<file path="src/rtl/dec_share_arbiter.sv">
// Round-robin scheduler sharing one combinational decrement unit among NREQ requesters.
// Flow per operation: IDLE (arbitrate, latch operand) -> ISSUE -> WAIT (DEC_LAT cycles)
// -> RESP (capture result, pulse ack) -> IDLE.
// Optional build macro DEC_SHARE_SATURATE_EN: operand 0 returns 0 instead of wrapping.
module dec_share_arbiter #(
  parameter int unsigned NREQ    = 4,
  parameter int unsigned WIDTH   = 16,
  parameter int unsigned DEC_LAT = 1
) (
  input  logic                  clk,
  input  logic                  rst,
  input  logic [NREQ-1:0]       req,
  input  logic [NREQ*WIDTH-1:0] op_in,
  output logic [NREQ-1:0]       gnt,
  output logic [NREQ-1:0]       ack,
  output logic [WIDTH-1:0]      res_out,
  output logic                  borrow_out,
  output logic [WIDTH-1:0]      dec_a,
  input  logic [WIDTH-1:0]      dec_s,
  output logic                  busy
);

  localparam int unsigned IdxW = $clog2(NREQ);

  typedef enum logic [1:0] {StIdle, StIssue, StWait, StResp} state_e;

  state_e            state_q;
  logic [IdxW-1:0]   ptr_q;
  logic [IdxW-1:0]   gidx_q;
  logic [3:0]        cnt_q;
  logic [NREQ-1:0]   gnt_q;
  logic [NREQ-1:0]   ack_q;
  logic [WIDTH-1:0]  res_q;
  logic              borrow_q;
  logic [WIDTH-1:0]  dec_a_q;

  logic              win_found;
  logic [IdxW-1:0]   win_idx;
  logic [WIDTH-1:0]  win_op;
  int unsigned       cand;

  // First set request searching upward from the pointer, wrapping at NREQ-1.
  always_comb begin
    win_found = 1'b0;
    win_idx   = '0;
    win_op    = '0;
    cand      = 0;
    for (int unsigned off = 0; off < NREQ; off++) begin
      cand = (32'(ptr_q) + off) % NREQ;
      if (!win_found && req[cand]) begin
        win_found = 1'b1;
        win_idx   = IdxW'(cand);
        win_op    = op_in[cand*WIDTH +: WIDTH];
      end
    end
  end

  // Operation sequencer; all outputs are registered here.
  always_ff @(posedge clk or posedge rst) begin
    if (rst) begin
      state_q  <= StIdle;
      ptr_q    <= '0;
      gidx_q   <= '0;
      cnt_q    <= '0;
      gnt_q    <= '0;
      ack_q    <= '0;
      res_q    <= '0;
      borrow_q <= 1'b0;
      dec_a_q  <= '0;
    end else begin
      ack_q <= '0;
      unique case (state_q)
        StIdle: begin
          if (win_found) begin
            gidx_q         <= win_idx;
            gnt_q          <= '0;
            gnt_q[win_idx] <= 1'b1;
            dec_a_q        <= win_op;
            state_q        <= StIssue;
          end
        end
        StIssue: begin
          cnt_q   <= 4'(DEC_LAT - 1);
          state_q <= StWait;
        end
        StWait: begin
          if (cnt_q == 4'd0) begin
            state_q <= StResp;
          end else begin
            cnt_q <= cnt_q - 4'd1;
          end
        end
        StResp: begin
`ifdef DEC_SHARE_SATURATE_EN
          res_q <= (dec_a_q == '0) ? '0 : dec_s;
`else
          res_q <= dec_s;
`endif
          borrow_q <= (dec_a_q == '0);
          ack_q    <= gnt_q;
          gnt_q    <= '0;
          ptr_q    <= (gidx_q == IdxW'(NREQ - 1)) ? '0 : gidx_q + 1'b1;
          state_q  <= StIdle;
        end
        default: state_q <= StIdle;
      endcase
    end
  end

  assign gnt        = gnt_q;
  assign ack        = ack_q;
  assign res_out    = res_q;
  assign borrow_out = borrow_q;
  assign dec_a      = dec_a_q;
  assign busy       = (state_q != StIdle);

endmodule
</file>
<file path="config.mk">
export PLATFORM = sky130hd
export DESIGN_NAME = dec_share_arbiter
export DESIGN_NICKNAME = d
export VERILOG_FILES = /design/src/rtl/dec_share_arbiter.sv
export SDC_FILE = /design/constraint.sdc
export NUM_CORES = 1
export LEC_CHECK = 0
export ABC_AREA = 1
export CAP_MARGIN = 15
export CORE_MARGIN = 2
export CORE_UTILIZATION = 45
export CTS_BUF_LIST = sky130_fd_sc_hd__clkbuf_4
export CTS_CLUSTER_DIAMETER = 80
export DETAILED_ROUTE_END_ITERATION = 10
export PLACE_DENSITY = 0.77
export SYNTH_ARGS = -nofsm -noshare
export SYNTH_HDL_FRONTEND = slang
export SYNTH_SLANG_ARGS = --single-unit
</file>
<file path="constraint.sdc">
create_clock -name clk -period 4.45 [get_ports clk]
set_clock_uncertainty 0.15 [all_clocks]
set_input_delay 0.89 -clock clk [delete_from_list [all_inputs] [get_ports clk]]
set_output_delay 0.89 -clock clk [all_outputs]
set_load 0.03 [all_outputs]
</file>
After elaboration in Yosys (flattened, before gate mapping)
Index checks and enable logic that the tools add are counted.
- add/sub/neg operators: 5
- magnitude comparators: 6
- equality and inequality tests: 7
- shift-type cells: 4
- multiplexer cells: 31
- reduce and logical (&&, ||, !) cells: 17
- operators with widths (operator ; count):
    64-bit by 7-bit indexed part select with 16-bit output ; 4
    16-bit two-way mux ; 4
    16-bit zero test ; 1
    4-bit case mux with 2 select lines ; 2
    2-bit by 3-bit less-than comparator with 1-bit output (second input constant) ; 5
    2-bit two-way mux ; 7
    4-bit two-way mux ; 3
    1-bit two-way mux ; 9
    1-bit binary-select mux with 2-bit select ; 4
    2-bit case mux with 4 select lines ; 1
    2-bit AND reduction ; 4
    2-bit == test (second input constant) ; 3
    2-bit inequality test (second input constant) ; 3
    2-bit nonzero test ; 3
    2-bit by 1-bit adder with 2-bit output (second input constant) ; 2
    2-bit adder (second input constant) ; 2
    1-bit logical AND ; 4
    4-bit zero test ; 1
    4-bit by 1-bit subtractor with 4-bit output (second input constant) ; 1
    1-bit zero test ; 3
    1-bit demux with 2-bit select ; 1
    2-bit by 1-bit == test with 1-bit output (second input constant) ; 1
    2-bit by 1-bit greater-or-equal comparator with 1-bit output (second input constant) ; 1
    2-bit zero test ; 1
- register bits after elaboration: 51
- input port bits: 86
- output and inout bits: 42

Longest topological paths before layout
Gate-level depths: netlist of the first run.
- depth after elaboration: 18
- gate-level depth with buffers: 15

Least setup slack after synthesis of the first run
OpenSTA, ideal clock, no wires.
- kind: input -> register
- start point: input req[3]
- end point: register gnt_q[2], in the netlist gnt[2]
- data arrival time: 1.880 ns
- required time: 4.183 ns
- setup slack: 2.303 ns
- cell stages on the path: 14
- buffers on the path: 2
- cell sequence: inv_1 nand2_1 nand3_1 nand2_1 buf_4 inv_2 buf_4 nand2_1 nand2_1 nand2_1 nand3_1 inv_2 nand3_1 nand2_1
- longest elaborated chain between the ends: 18
- elaborated cells between the ends (all ways): 31
- ends and longest elaborated chain (element ; RTL line ; RTL):
    start, declared ; 12 ; input logic [NREQ-1:0] req,
    1-bit binary-select mux with 2-bit select ; 50 ; if (!win_found && req[cand]) begin
    1-bit two-way mux (not written as such) ; 50 ;
    1-bit two-way mux ; 50 ;
    1-bit zero test ; 50 ;
    1-bit logical AND ; 50 ;
    1-bit two-way mux ; 50 ;
    1-bit zero test ; 50 ;
    1-bit logical AND ; 50 ;
    [2 not listed] ; - ;
    1-bit logical AND ; 50 ;
    2-bit two-way mux ; 50 ;
    2-bit by 3-bit less-than comparator with 1-bit output (not written as such) or 2-bit by 1-bit greater-or-equal comparator with 1-bit output (tied branches) ; 77 ; gnt_q[win_idx] <= 1'b1;
    1-bit logical AND (not written as such) ; 77 ;
    1-bit two-way mux (not written as such) ; 77 ;
    1-bit demux with 2-bit select ; 77 ;
    4-bit two-way mux ; 74 ; if (win_found) begin
    4-bit case mux with 2 select lines ; 72 ; unique case (state_q)
    end signal, assigned ; 65 ; gnt_q <= '0;
    end signal, assigned ; 76 ; gnt_q <= '0;
    end signal, assigned by index ; 77 ;
    end, declared ; 31 ; logic [NREQ-1:0] gnt_q;
Parallel ways exist; a longest one is shown, timed or not. The select of a mux whose other input is x is not followed.
A chain may end at the register's enable or synchronous reset.

Worst setup path in the final report of the first run
- start point: register ptr_q[0]
- end point: register gnt_q[1], in the netlist gnt[1]
- longest elaborated chain between the ends: 18
- elaborated cells between the ends (all ways): 34
- ends and longest elaborated chain (element ; RTL line ; RTL):
    start, declared ; 28 ; logic [IdxW-1:0] ptr_q;
    start signal, assigned ; 102 ; ptr_q <= (gidx_q == IdxW'(NREQ - 1)) ? '0 : gidx_q + 1'b1;
    parallel branches: the longest is 18 deep, another holds 2-bit by 3-bit less-than comparator with 1-bit output ; - ;
Several ways; the timed one is not identified. The select of a mux whose other input is x is not followed.

==> results of run 1 <==
routing by layer:
layer,vias to the layer above,global-route usage,share of wire
li1,2585,-,-
met1,2314,0.3288,0.43
met2,202,0.4379,0.48
met3,20,0.03254,0.060
met4,0,0.07692,0.026
met5,-,0,0
kinds of logic after synthesis:
kind of cell    after synthesis
buf+inv                     107
compound gates              112
fa+ha+maj                     6
flops                        51
simple gates                480
critical path, cell delays in order, from the launching register on:
cell and delay, ns:
dfrtp_4 0.67, buf_4 0.69, nand2_1 0.14, nand2_2 0.11, nand2_1 0.07, nand2_1 0.07, buf_4 0.26, nor2_1 0.09
nand3_1 0.07, nand2_1 0.43, inv_2 0.45, nand4_1 0.14, nand2_1 0.10
registers in the layout, summed over array words and instances (netlist names):
name	flops
gnt	4
ack	4
state_q	2
res_out	16
borrow_out	1
cnt_q	4
ptr_q	2
gidx_q	2
dec_a	16
path summary, 6_finish.rpt:
kind                          endpoint  slack, ns  cells after the start
max                             gnt[1]       0.89                     12
min                        res_out[10]       0.34                      2
max reg2reg                     gnt[1]       0.89                     12
min reg2reg                res_out[10]       0.34                      2
max in group asynchronous   state_q[1]       3.09                      3
min in group asynchronous   res_out[1]       0.58                      2
cell usage in the layout (no fill, tap or decap), types with 3 or more instances in the layout:
master / n
nand3b_1: 17
nand3_1: 28
clkbuf_4: 5
dfrtp_1: 50
a21oi_1: 3
clkdlybuf4s50_1: 127
buf_4: 7
ha_1: 6
nand4_1: 22
inv_1: 53
nor4_1: 4
nand2_1: 333
nor2_1: 73
inv_2: 6
o21ai_1: 23
o21ai_0: 79
power by group:
part	switching, mW	internal, mW	total, mW
Sequential	0.184	0.651	0.836
Combinational	2.12	1.07	3.19
Clock	0.151	0.119	0.270
Total	2.46	1.84	4.29
final cells by class:
| type | instances | area, sq um | share of cell area |
|---|---|---|---|
| well taps | 129 | 161.4 | 0.02818 |
| inverters | 59 | 221.5 | 0.03867 |
| clock inverters | 3 | 42.54 | 0.007428 |
| flip-flops and latches | 51 | 1280 | 0.2235 |
| repair buffers | 135 | 1344 | 0.2347 |
| clock buffers | 5 | 37.54 | 0.006555 |
| multi-input cells | 598 | 2640 | 0.4610 |
metrics by stage:
step | setup slack, ns | cell area, sq um | utilization
2_1_floorplan | 2.180 | 4369 | -
3_3_place_gp | 1.002 | 5627 | 0.6032
3_5_place_dp | 0.9053 | 5627 | 0.6032
4_1_cts | 0.9344 | 5707 | 0.6118
5_1_grt | 0.5496 | 5727 | 0.6140
6_report | 0.8915 | 5727 | 0.6140
==> flow_summary.toml, run 1 <==
[yosys]
avgSynthCellArea_sq_um = 5.779
syn_area_sq_um = 4369
synth_cells = 756
synth_top_cell_area_share = 0.2921
ys_seq_area_frac = 0.2921
synthSimpleGateAreaFrac = 0.4550
synth_compound_area_frac = 0.1320
synth_edf_count = 0
synth-seq-cells = 51
synth-main-ff-cell = "dfrtp_1"
yosys-top-cells-count = "nand2_1, o21ai_0, nor2_1"
yosys.area.top_type = "dfrtp_1"
ys_types = 27
synthMuxAreaShare = 0
ys_top_cells_by_area = "dfrtp_1, nand2_1, o21ai_0"
synth-xor-area-share = 0
synth_top_family_by_area = "simple AND/OR/NAND/NOR gates"
synth-adder-area-share = 0.01718
synth-warning-count = 0
async_flop_share = 1.000
yosysMostFrequentCell = "nand2_1"
syn-num-nets = 848

[pwr]
power_leakage_nw = 2.907
power.total_mw = 4.292
vdd_drop_max_v = 0.0003520
power.density_nw_per_um2 = 749.4

[drt]
postRouteAntennaNets = 0
via_per_inst = 5.226
dr.pass1.iters = 5
wl_per_cell_um = 13.58
drc = 0
vias = 5121
drt-total-wl_um = 13310
drt_iter0_markers = 307

[layout]
layout.nets = 942
fill_cells = 910
n_antenna_cell = 0
final_cells = 980
area_growth_pct = 31.07
layout-drive-gt1-share = 0.03055

[timing]
min_period_ns = 3.559
finalCritPeriodShare = 0.7997
hold_viol = 0
setup_viol = 0
hold_slack_ns = 0.3384
rsz0062_at_grt = "no"
fmax_mhz = 281.0
tightestPinTransition_ns = 0.8518
relSlewSlack = 0.4321
setup_tns_ns = 0
slew_viol_final = 0

[place]
gp_congestion = 0.8461
dp_cells = 971
io_buffers = 127
dp_hpwl_um = 9847

[worst_setup_path]
crit_type = "register to register"
crit_arrival_ns = 3.72
crit_start = "ptr_q[0]"
cp_max_fo = 109
cp.required_ns = 4.61
critPathLaunchType = "register"
worst_setup_path_end_kind = "register"
r2r-start = "ptr_q[0]"

[clock_network]
cts.repair.resized = 0
cts_hold_buffers = 0
numCtsBuffers = 5
cts_tree = "done"
clk_pin_slew_ns = 0.16
cts_buffer_depth = 2
insertion_delay_ns = 0.37
h-tree-depth = 2
cts_setup_buffers = 0
clock-sinks = 51
cts-root-buf = "clkbuf_4"

[floorplan]
rows = 35
core_area_sq_um = 9328
ios = 128
die_height_um = 102.5
die_x_um = 102.5
start_util = 0.4684
dieArea_sq_um = 10510

[global_routing]
track_usage = 0.2525
antenna_found_initial = 0
grt_first_pass_wirelength_um = 21340
grt_pass1_vias = 4599
grt_max_degree = 110
gr-total-overflow = 0

[run_status]
status = "finished clean"

[min_path]
min_from = "res_out[10]"
hold_class = "register to register"

[job]
drv_cap = 0
No activity file was read; power rests on OpenSTA's default activity.
==> inputs of run 2 (changes only) <==
clock period = 3.7 ns   (was 4.45 ns; I/O delays follow)
==> run 2 against run 1 <==
Net effect: global-route usage decreased by 0.78 points; routed wire length decreased by 3.0%; hold slack improved by 0.0029 ns; sequential cell count unchanged; utilization about the same; largest power group unchanged.
==> flow_summary.toml, run 2 (synthesis results as in run 1) <==
[run_status]
status = "finished clean"

[floorplan]
dieArea_sq_um = 10510
start_util = 0.4684
core_area_sq_um = 9328
die_x_um = 102.5
rows = 35
die_height_um = 102.5
ios = 128

[layout]
area_growth_pct = 30.99
final_cells = 984
final_util = 0.6135
n_antenna_cell = 0
final_area_sq_um = 5723
mostFrequentLayoutCells = "nand2_1, clkdlybuf4s50_1, o21ai_0, nor2_1, inv_1"
multi_input_area_sq_um = 2640
seqCellArea_sq_um = 1280
layout.nets = 946
layout-drive-gt1-share = 0.03626
fill_cells = 932
layout_commonest_cell = "nand2_1"

[worst_setup_path]
cp_num_buf_inv = 5
cp.required_ns = 3.87
cpMaxStageDelayCell = "dfrtp_1"
r2r-start = "ptr_q[1]"
crit_type = "register to register"
cpMostUsedCell = "nand2_1"
worst_setup_path_end_kind = "register"
cp_max_fo = 36
crit_arrival_ns = 3.15
max_stage_delay_ns = 0.41
path_cells = "buf_4 > inv_2 > buf_4 > nand2_1 > nand2_2 > nand2_1 > nand2_1 > nor2_1 > buf_4 > nand3_1 > nand2_1 > inv_2 > nand4_1 > nand2_1"
critPathLaunchType = "register"
crit_start = "ptr_q[1]"
crit_family = "simple AND/OR/NAND/NOR gates"

[drt]
drt_iter0_markers = 258
via_per_inst = 5.185
vias = 5102
drt-total-wl_um = 12900
drc = 0
wl_per_cell_um = 13.11
postRouteAntennaNets = 0
dr.pass1.iters = 5

[timing]
hold_viol = 0
fmax_mhz = 335.8
setup_viol = 0
rsz0062_at_grt = "no"
hold_slack_ns = 0.3413
setup_tns_ns = 0
finalCritPeriodShare = 0.8048
slew_viol_final = 0
min_period_ns = 2.978
finalWorstSetupSlack_ns = 0.7221
relSlewSlack = 0.4451
tightestPinTransition_ns = 0.8324

[global_routing]
gr-total-overflow = 0
grt_first_pass_wirelength_um = 20730
antenna_found_initial = 0
grt_pass1_vias = 4530
grt_max_degree = 78
track_usage = 0.2447

[min_path]
min_from = "res_out[14]"
hold_class = "register to register"

[pwr]
swShare = 0.5725
power.total_mw = 5.085
p_comb_frac = 0.761
p_int_mw = 2.174
switchingPower_mw = 2.911
seqPwrFrac = 0.187
power_frac_clock = 0.051
power.density_nw_per_um2 = 888.6
power_leakage_nw = 2.914
vdd_drop_max_v = 0.0006577

[clock_network]
cts_setup_buffers = 0
clk_pin_slew_ns = 0.15
cts-root-buf = "clkbuf_4"
numCtsBuffers = 5
cts_hold_buffers = 0
cts.repair.resized = 0
clock-sinks = 51
cts_tree = "done"
h-tree-depth = 2
insertion_delay_ns = 0.37
cts_buffer_depth = 2

[place]
dp_cells = 976
post_dp_cell_area_sq_um = 5664
io_buffers = 127
gp_congestion = 0.9081
dp_hpwl_um = 9988
dp_slack_ns = 0.5739

[job]
drv_cap = 0
-- run 2: layout make-up --
cell class,instances,area share
Clock buffer,6,0.007871
Clock inverter,2,0.002405
Inverter,59,0.03870
Multi-Input combinational cell,598,0.4613
Sequential cell,51,0.2237
Tap cell,129,0.02820
Timing Repair Buffer,139,0.2379
-- run 2: worst paths after layout --
check | endpoint | slack, ns | cells after the start
max | gnt[3] | 0.72 | 14
min | res_out[14] | 0.34 | 2
max reg2reg | gnt[3] | 0.72 | 14
min reg2reg | res_out[14] | 0.34 | 2
max in group asynchronous | dec_a[4] | 2.09 | 3
min in group asynchronous | gnt[1] | 0.61 | 2
-- run 2: worst min-delay path: cells and delay by family, from the launching register on --
family / cells / cell delay, ns
flops: 1 / 0.37
simple gates: 2 / 0.10
-- run 2: routing by layer --
| layer | global-route usage | share of wire | wire length, um |
|---|---|---|---|
| met1 | 0.3035 | 0.42 | 5387 |
| met2 | 0.4454 | 0.50 | 6491 |
| met3 | 0.02712 | 0.056 | 721 |
| met4 | 0.07487 | 0.023 | 303 |
| met5 | 0 | 0 | 0 |
-- run 2: power by group through the flow --
stage	Sequential (mW)	Clock, mW	Combinational [mW]
2_1_floorplan	1.28	0	2.46
3_3_place_gp	0.955	0	3.78
3_5_place_dp	0.963	0	3.84
4_1_cts	0.952	0.267	3.85
5_1_grt	0.974	0.289	4.31
6_report	0.952	0.261	3.87
